===== config.mk =====
export PLATFORM = sky130hd
export DESIGN_NAME = filter_scratchpad_banked
export DESIGN_NICKNAME = d
export VERILOG_FILES = /design/src/rtl/filter_scratchpad_banked.sv
export SDC_FILE = /design/constraint.sdc
export NUM_CORES = 2
export LEC_CHECK = 0
export BUFFER_PORTS_ARGS = -buffer_cell sky130_fd_sc_hd__buf_2
export CAP_MARGIN = 20
export CORE_ASPECT_RATIO = 0.5
export CORE_UTILIZATION = 45
export CTS_CLUSTER_DIAMETER = 60
export DETAILED_ROUTE_END_ITERATION = 10
export SLEW_MARGIN = 20
export SYNTH_ARGS = -nofsm -noshare
export SYNTH_HDL_FRONTEND = slang
export SYNTH_SLANG_ARGS = --single-unit

===== constraint.sdc =====
create_clock -name clk -period 2.1 [get_ports clk]
set_clock_uncertainty 0.1 [all_clocks]
set_input_delay 0.105 -clock clk [delete_from_list [all_inputs] [get_ports clk]]
set_output_delay 0.105 -clock clk [all_outputs]
set_load 0.005 [all_outputs]

===== src/rtl/filter_scratchpad_banked.sv =====
// Banked filter-weight scratchpad: random reads in IDLE, cyclic filter replay in STREAM.
// Latency: read data appears on dout exactly one cycle after the read request.
// Backpressure: none; the consumer paces the stream with advance, and dout holds while stalled.
// Optional FILTER_SP_FWD_EN: forward same-cycle write data to the read (write-first).
module filter_scratchpad_banked #(
    parameter int FILTER_WIDTH = 16,
    parameter int FILTER_ROW   = 12,
    parameter int NUM_BANKS    = 4,
    parameter int ADDR_W       = (FILTER_ROW > 1) ? $clog2(FILTER_ROW) : 1,
    parameter int BANK_W       = (NUM_BANKS > 1) ? $clog2(NUM_BANKS) : 1
) (
    input  logic                    clk,
    input  logic                    rst,
    input  logic                    wen,
    input  logic [BANK_W-1:0]       wbank,
    input  logic [ADDR_W-1:0]       waddr,
    input  logic [FILTER_WIDTH-1:0] din,
    input  logic                    ren,
    input  logic [BANK_W-1:0]       rbank,
    input  logic [ADDR_W-1:0]       raddr,
    input  logic [ADDR_W:0]         filter_len,
    input  logic                    start,
    input  logic                    advance,
    input  logic                    stop,
    output logic [FILTER_WIDTH-1:0] dout,
    output logic                    dout_valid,
    output logic                    wrap,
    output logic                    busy,
    output logic                    len_err
);

    localparam logic [0:0] S_IDLE   = 1'b0;
    localparam logic [0:0] S_STREAM = 1'b1;

    // Sized bounds so range checks compare equal-width operands.
    localparam logic [ADDR_W:0] ROW_L = FILTER_ROW[ADDR_W:0];
    localparam logic [BANK_W:0] NB_L  = NUM_BANKS[BANK_W:0];

    logic [FILTER_WIDTH-1:0] mem_q [NUM_BANKS][FILTER_ROW];

    logic [0:0]              state_q, state_d;
    logic [BANK_W-1:0]       bank_q, bank_d;
    logic [ADDR_W:0]         len_q, len_d;
    logic [ADDR_W-1:0]       ptr_q, ptr_d;
    logic [FILTER_WIDTH-1:0] dout_q, dout_d;
    logic                    dout_valid_q, dout_valid_d;
    logic                    wrap_q, wrap_d;
    logic                    len_err_q, len_err_d;

    logic                    wr_ok;
    logic                    rd_en;
    logic                    rd_ok;
    logic [BANK_W-1:0]       rd_bank;
    logic [ADDR_W-1:0]       rd_addr;

    assign wr_ok = ({1'b0, wbank} < NB_L) && ({1'b0, waddr} < ROW_L);
    assign rd_ok = ({1'b0, rd_bank} < NB_L) && ({1'b0, rd_addr} < ROW_L);

    // Storage: cleared on reset, out-of-range writes are dropped.
    always_ff @(posedge clk) begin
        if (rst) begin
            mem_q <= '{default: '0};
        end else if (wen && wr_ok) begin
            mem_q[wbank][waddr] <= din;
        end
    end

    // Control FSM, stream pointer and read-port selection.
    always_comb begin
        state_d      = state_q;
        bank_d       = bank_q;
        len_d        = len_q;
        ptr_d        = ptr_q;
        len_err_d    = len_err_q;
        wrap_d       = 1'b0;
        dout_valid_d = 1'b0;
        dout_d       = dout_q;
        rd_en        = 1'b0;
        rd_bank      = rbank;
        rd_addr      = raddr;

        if (state_q == S_IDLE) begin
            if (start) begin
                // A rejected start also suppresses a same-cycle random read.
                if ((filter_len != '0) && (filter_len <= ROW_L)) begin
                    state_d = S_STREAM;
                    bank_d  = rbank;
                    len_d   = filter_len;
                    ptr_d   = '0;
                end else begin
                    len_err_d = 1'b1;
                end
            end else if (ren) begin
                rd_en = 1'b1;
            end
        end else begin
            if (advance) begin
                rd_en   = 1'b1;
                rd_bank = bank_q;
                rd_addr = ptr_q;
                if ({1'b0, ptr_q} == (len_q - 1'b1)) begin
                    ptr_d  = '0;
                    wrap_d = 1'b1;
                end else begin
                    ptr_d = ptr_q + 1'b1;
                end
            end
            if (stop) begin
                state_d = S_IDLE;
                ptr_d   = '0;
            end
        end

        if (rd_en) begin
            dout_valid_d = 1'b1;
            dout_d       = rd_ok ? mem_q[rd_bank][rd_addr] : '0;
`ifdef FILTER_SP_FWD_EN
            if (wen && wr_ok && (wbank == rd_bank) && (waddr == rd_addr)) begin
                dout_d = din;
            end
`endif
        end
    end

    // State and output registers with synchronous reset.
    always_ff @(posedge clk) begin
        if (rst) begin
            state_q      <= S_IDLE;
            bank_q       <= '0;
            len_q        <= '0;
            ptr_q        <= '0;
            dout_q       <= '0;
            dout_valid_q <= 1'b0;
            wrap_q       <= 1'b0;
            len_err_q    <= 1'b0;
        end else begin
            state_q      <= state_d;
            bank_q       <= bank_d;
            len_q        <= len_d;
            ptr_q        <= ptr_d;
            dout_q       <= dout_d;
            dout_valid_q <= dout_valid_d;
            wrap_q       <= wrap_d;
            len_err_q    <= len_err_d;
        end
    end

    assign dout       = dout_q;
    assign dout_valid = dout_valid_q;
    assign wrap       = wrap_q;
    assign busy       = (state_q == S_STREAM);
    assign len_err    = len_err_q;

endmodule


==> impl_metrics.env <==
export IMPL_outcome="finished, violations left"
export IMPL_violations="negative hold slack, negative setup slack"
export IMPL_yosys_top_cells_area="dfxtp_1 46%, nand2_1 23%, a21oi_1 12%, mux2i_1 4.5%, clkbuf_1 3.2%"
export IMPL_worst_path_max_delay_cell="dfxtp_4"
export IMPL_crit_path_start_kind="flip-flop"
export IMPL_post_layout_total_power_mw=33.0
export IMPL_number_of_failing_setup_endpoints_in_the_final_timing_report=16
export IMPL_detail_route_first_pass_iterations=6
export IMPL_worstHoldPathType="in2reg"
export IMPL_gr_usage_all_layers=0.337
export IMPL_power_frac_clock=0.431
export IMPL_worstPathRequired_ps=2550
export IMPL_synth_cell_count_leaders="2,076 x nand2_1, 850 x a21oi_1, 799 x dfxtp_1"
export IMPL_dp_slack_ps=-754
export IMPL_cts_buffer_depth=3
export IMPL_finalWorstPathRequiredPeriod_ps=2630
export IMPL_sequentialPowerShare=0.463
export IMPL_crit_arrival_ps=3090
export IMPL_netlist_top_cell_by_area="dfxtp_1"
export IMPL_crit_path_end_kind="flip-flop"
export IMPL_ant_nets=0
export IMPL_rsz0062_at_grt="yes"
export IMPL_io_buffers=59
export IMPL_power_switching_fraction=0.258
export IMPL_final_hold_viol_count=4
export IMPL_maxCapViolations=0
export IMPL_tritoncts_clock_tree="yes"
export IMPL_post_synth_top_area_fraction=0.462
export IMPL_first_pass_grt_wire_length_um=200000
export IMPL_min_period_over_period=1.25
export IMPL_vias=34600
export IMPL_most_instantiated_library_cell_after_synthesis="nand2_1"
export IMPL_final_max_slew_violation_count=0
export IMPL_std_cell_rows=71
export IMPL_final_setup_worst_slack_ps=-531
export IMPL_drive_above_1_share=0.147
export IMPL_antenna_found_initial=6
export IMPL_worst_skew_pair_late_latency_ps=670
export IMPL_routed_wire_length_per_instance_um=22.3
export IMPL_gpl_final_weighted_congestion=0.928
export IMPL_cp_max_fo=17
export IMPL_fin_util=0.561
export IMPL_post_synthesis_async_set_or_reset_flop_share=0
export IMPL_synth_top_flop_cell="dfxtp_1"
export IMPL_viasPerCell=5.74
export IMPL_yosys_register_bits=799
export IMPL_fillers=7024
export IMPL_synth_nets=4835
export IMPL_cts_clk_slew_worst_paths_ps=70
export IMPL_cp_common_cell="buf_12"
export IMPL_net_switching_power_mw=8.52
export IMPL_synthCells=4793
export IMPL_worst_setup_path_type="reg2reg"
export IMPL_die_w_um=394
export IMPL_crit_path_max_incr_delay_ps=360
export IMPL_numCtsBuffers=74
export IMPL_syn_area_sq_mm=0.0346
export IMPL_pin_count=60
export IMPL_clkSinkCount=799
export IMPL_cts_htree_levels=3
export IMPL_core_sq_mm=0.0756
export IMPL_globalRoute_totalOverflow=0
export IMPL_initialDrtViolationCount=4089
export IMPL_die_h_um=198
export IMPL_initial_core_util=0.458
export IMPL_pint_mw=24.5
export IMPL_grt_pass1_vias=31800
export IMPL_yosys_cell_types_count=57
export IMPL_power_density_mw_per_mm2=779
export IMPL_design_die_area_sq_mm=0.0781
export IMPL_worst_slew_pin_transition_ps=1190
export IMPL_synth_warnings=0
export IMPL_finalNetCount=4994
export IMPL_synth_sequential_area_ratio=0.462
export IMPL_root_buffer="clkbuf_16"
export IMPL_power_share_of_the_combinational_group=0.106
export IMPL_grt_start_max_net_pins=209
export IMPL_post_synth_edffs=0
export IMPL_post_dp_hpwl_um=83900
export IMPL_setup_tns_final_ps=-7570
export IMPL_power_leakage_nw=14.0
export IMPL_routed_wirelength_um=134000
export IMPL_flow_area_growth_from_synthesis_pct=22.5
export IMPL_max_slew_margin_rel=0.205
export IMPL_synth_avg_cell_area_sq_um=7.22
export IMPL_route_detailed_drc=0
export IMPL_hold_slack_ps=-10.3
export IMPL_max_clock_freq_mhz=380
export IMPL_timing_critical_path_cells="nand2_2 -> mux2i_4 -> buf_12 -> and2_2 -> buf_12 -> buf_4 -> a32oi_1 -> a21oi_2 -> nor3_2 -> a32o_1"
export IMPL_max_vdd_ir_drop_uv=763
[layout by cell type (no fill, tap or decap), types with 13 or more instances in the layout]
cell / Yosys / final
dfxtp_1: 799 / 797
a21oi_1: 850 / 834
buf_2: 84 / 58
o22ai_1: 33 / 27
a21oi_2: 0 / 16
nand2_1: 2076 / 2070
clkbuf_8: 0 / 20
buf_6: 12 / 13
a31oi_2: 2 / 18
nand3_1: 97 / 82
nor3_1: 27 / 19
clkbuf_16: 0 / 78
nor2_1: 72 / 69
buf_12: 0 / 79
a32oi_1: 77 / 70
a32o_1: 17 / 17
nand3_2: 0 / 13
mux2i_1: 154 / 143
dlygate4sd3_1: 0 / 28
o21ai_1: 14 / 19
a31oi_1: 47 / 21
buf_4: 7 / 293
clkbuf_1: 294 / 13
[metal layers]
metal  vias to the layer above  routed length [um]  GRT usage
met1                     16600               58400      0.475
met3                       217               14400     0.0790
met5                         -                 177          0
li1                      16200                   -          -
met4                         6                3770      0.101
met2                      1640               57500      0.507
[sequential cells by signal, indices dropped and copies added (netlist names)]
register,cells
bank_q,2
dout_valid,1
wrap,1
busy,1
len_err,1
len_q,5
mem_q,768
dout,16
ptr_q,4
[worst max-delay path, delay by kind of cell, from the launching register on]
family          cells  cell delay, ps
compound gates      3             720
buf+inv             3             540
simple gates        3             510
flops               1             360
mux                 1             290
[per-stage QoR]
step	instances	area (sq um)
finish	6031	42400
global route	6029	42400
CTS	6027	42100
detailed placement	5844	38300
global placement	5843	38300
floorplan	4793	34700
[path summary, 6_finish.rpt]
kind	start	end	slack [ps]	depth (start not counted)
max	busy$_SDFF_PP0_	dout[4]$_SDFFE_PP0P_	-530	10
min	advance	ptr_q[3]$_SDFFE_PP0P_	-10	5
max reg2reg	busy$_SDFF_PP0_	dout[4]$_SDFFE_PP0P_	-530	10
min reg2reg	mem_q[680]$_SDFFE_PP0P_	mem_q[680]$_SDFFE_PP0P_	350	2
[kinds of logic (layout without fill, tap and decap cells)]
kind of cell,Yosys count,in the layout,share of synthesized area
simple gates,2327,2327,0.262
compound gates,1090,1090,0.176
flops,799,799,0.462
buf+inv,409,622,0.0507
mux,159,159,0.0469
xor+xnor,7,7,0.00177
fa+ha+maj,2,2,0.000723
other cells,0,3,0
[final cells by class]
type                    instances  area (sq um)  share of cell area
multi-input cells            3585         17700               0.418
diodes                          3          7.51            0.000177
repair buffers                487          4870               0.115
clock inverters                20           246             0.00581
clock buffers                 110          2250              0.0531
inverters                       5          18.8            0.000443
flip-flops and latches        799         16000               0.377
well taps                    1022          1280              0.0302
[power by group through the flow]
stage	Combinational [mW]	Clock (mW)	Sequential [mW]
5_1_grt	3.59	15.0	15.3
6_report	3.50	14.2	15.3
3_5_place_dp	3.00	0	15.6
2_1_floorplan	1.47	0	15.6
3_3_place_gp	2.99	0	15.6
4_1_cts	3.31	14.4	15.3
[what timing repair did]
| action | 4_1_cts | 5_1_grt |
|---|---|---|
| gates cloned | 7 | 1 |
| gates resized for setup | 121 | 59 |
| buffers inserted | 17 | 2 |
| hold buffers | 31 | 0 |
| endpoints found under the hold margin | 653 | 0 |
| pin swaps | 46 | 28 |
| setup endpoints to repair | 16 | 20 |
No activity file was read; power rests on OpenSTA's default activity.
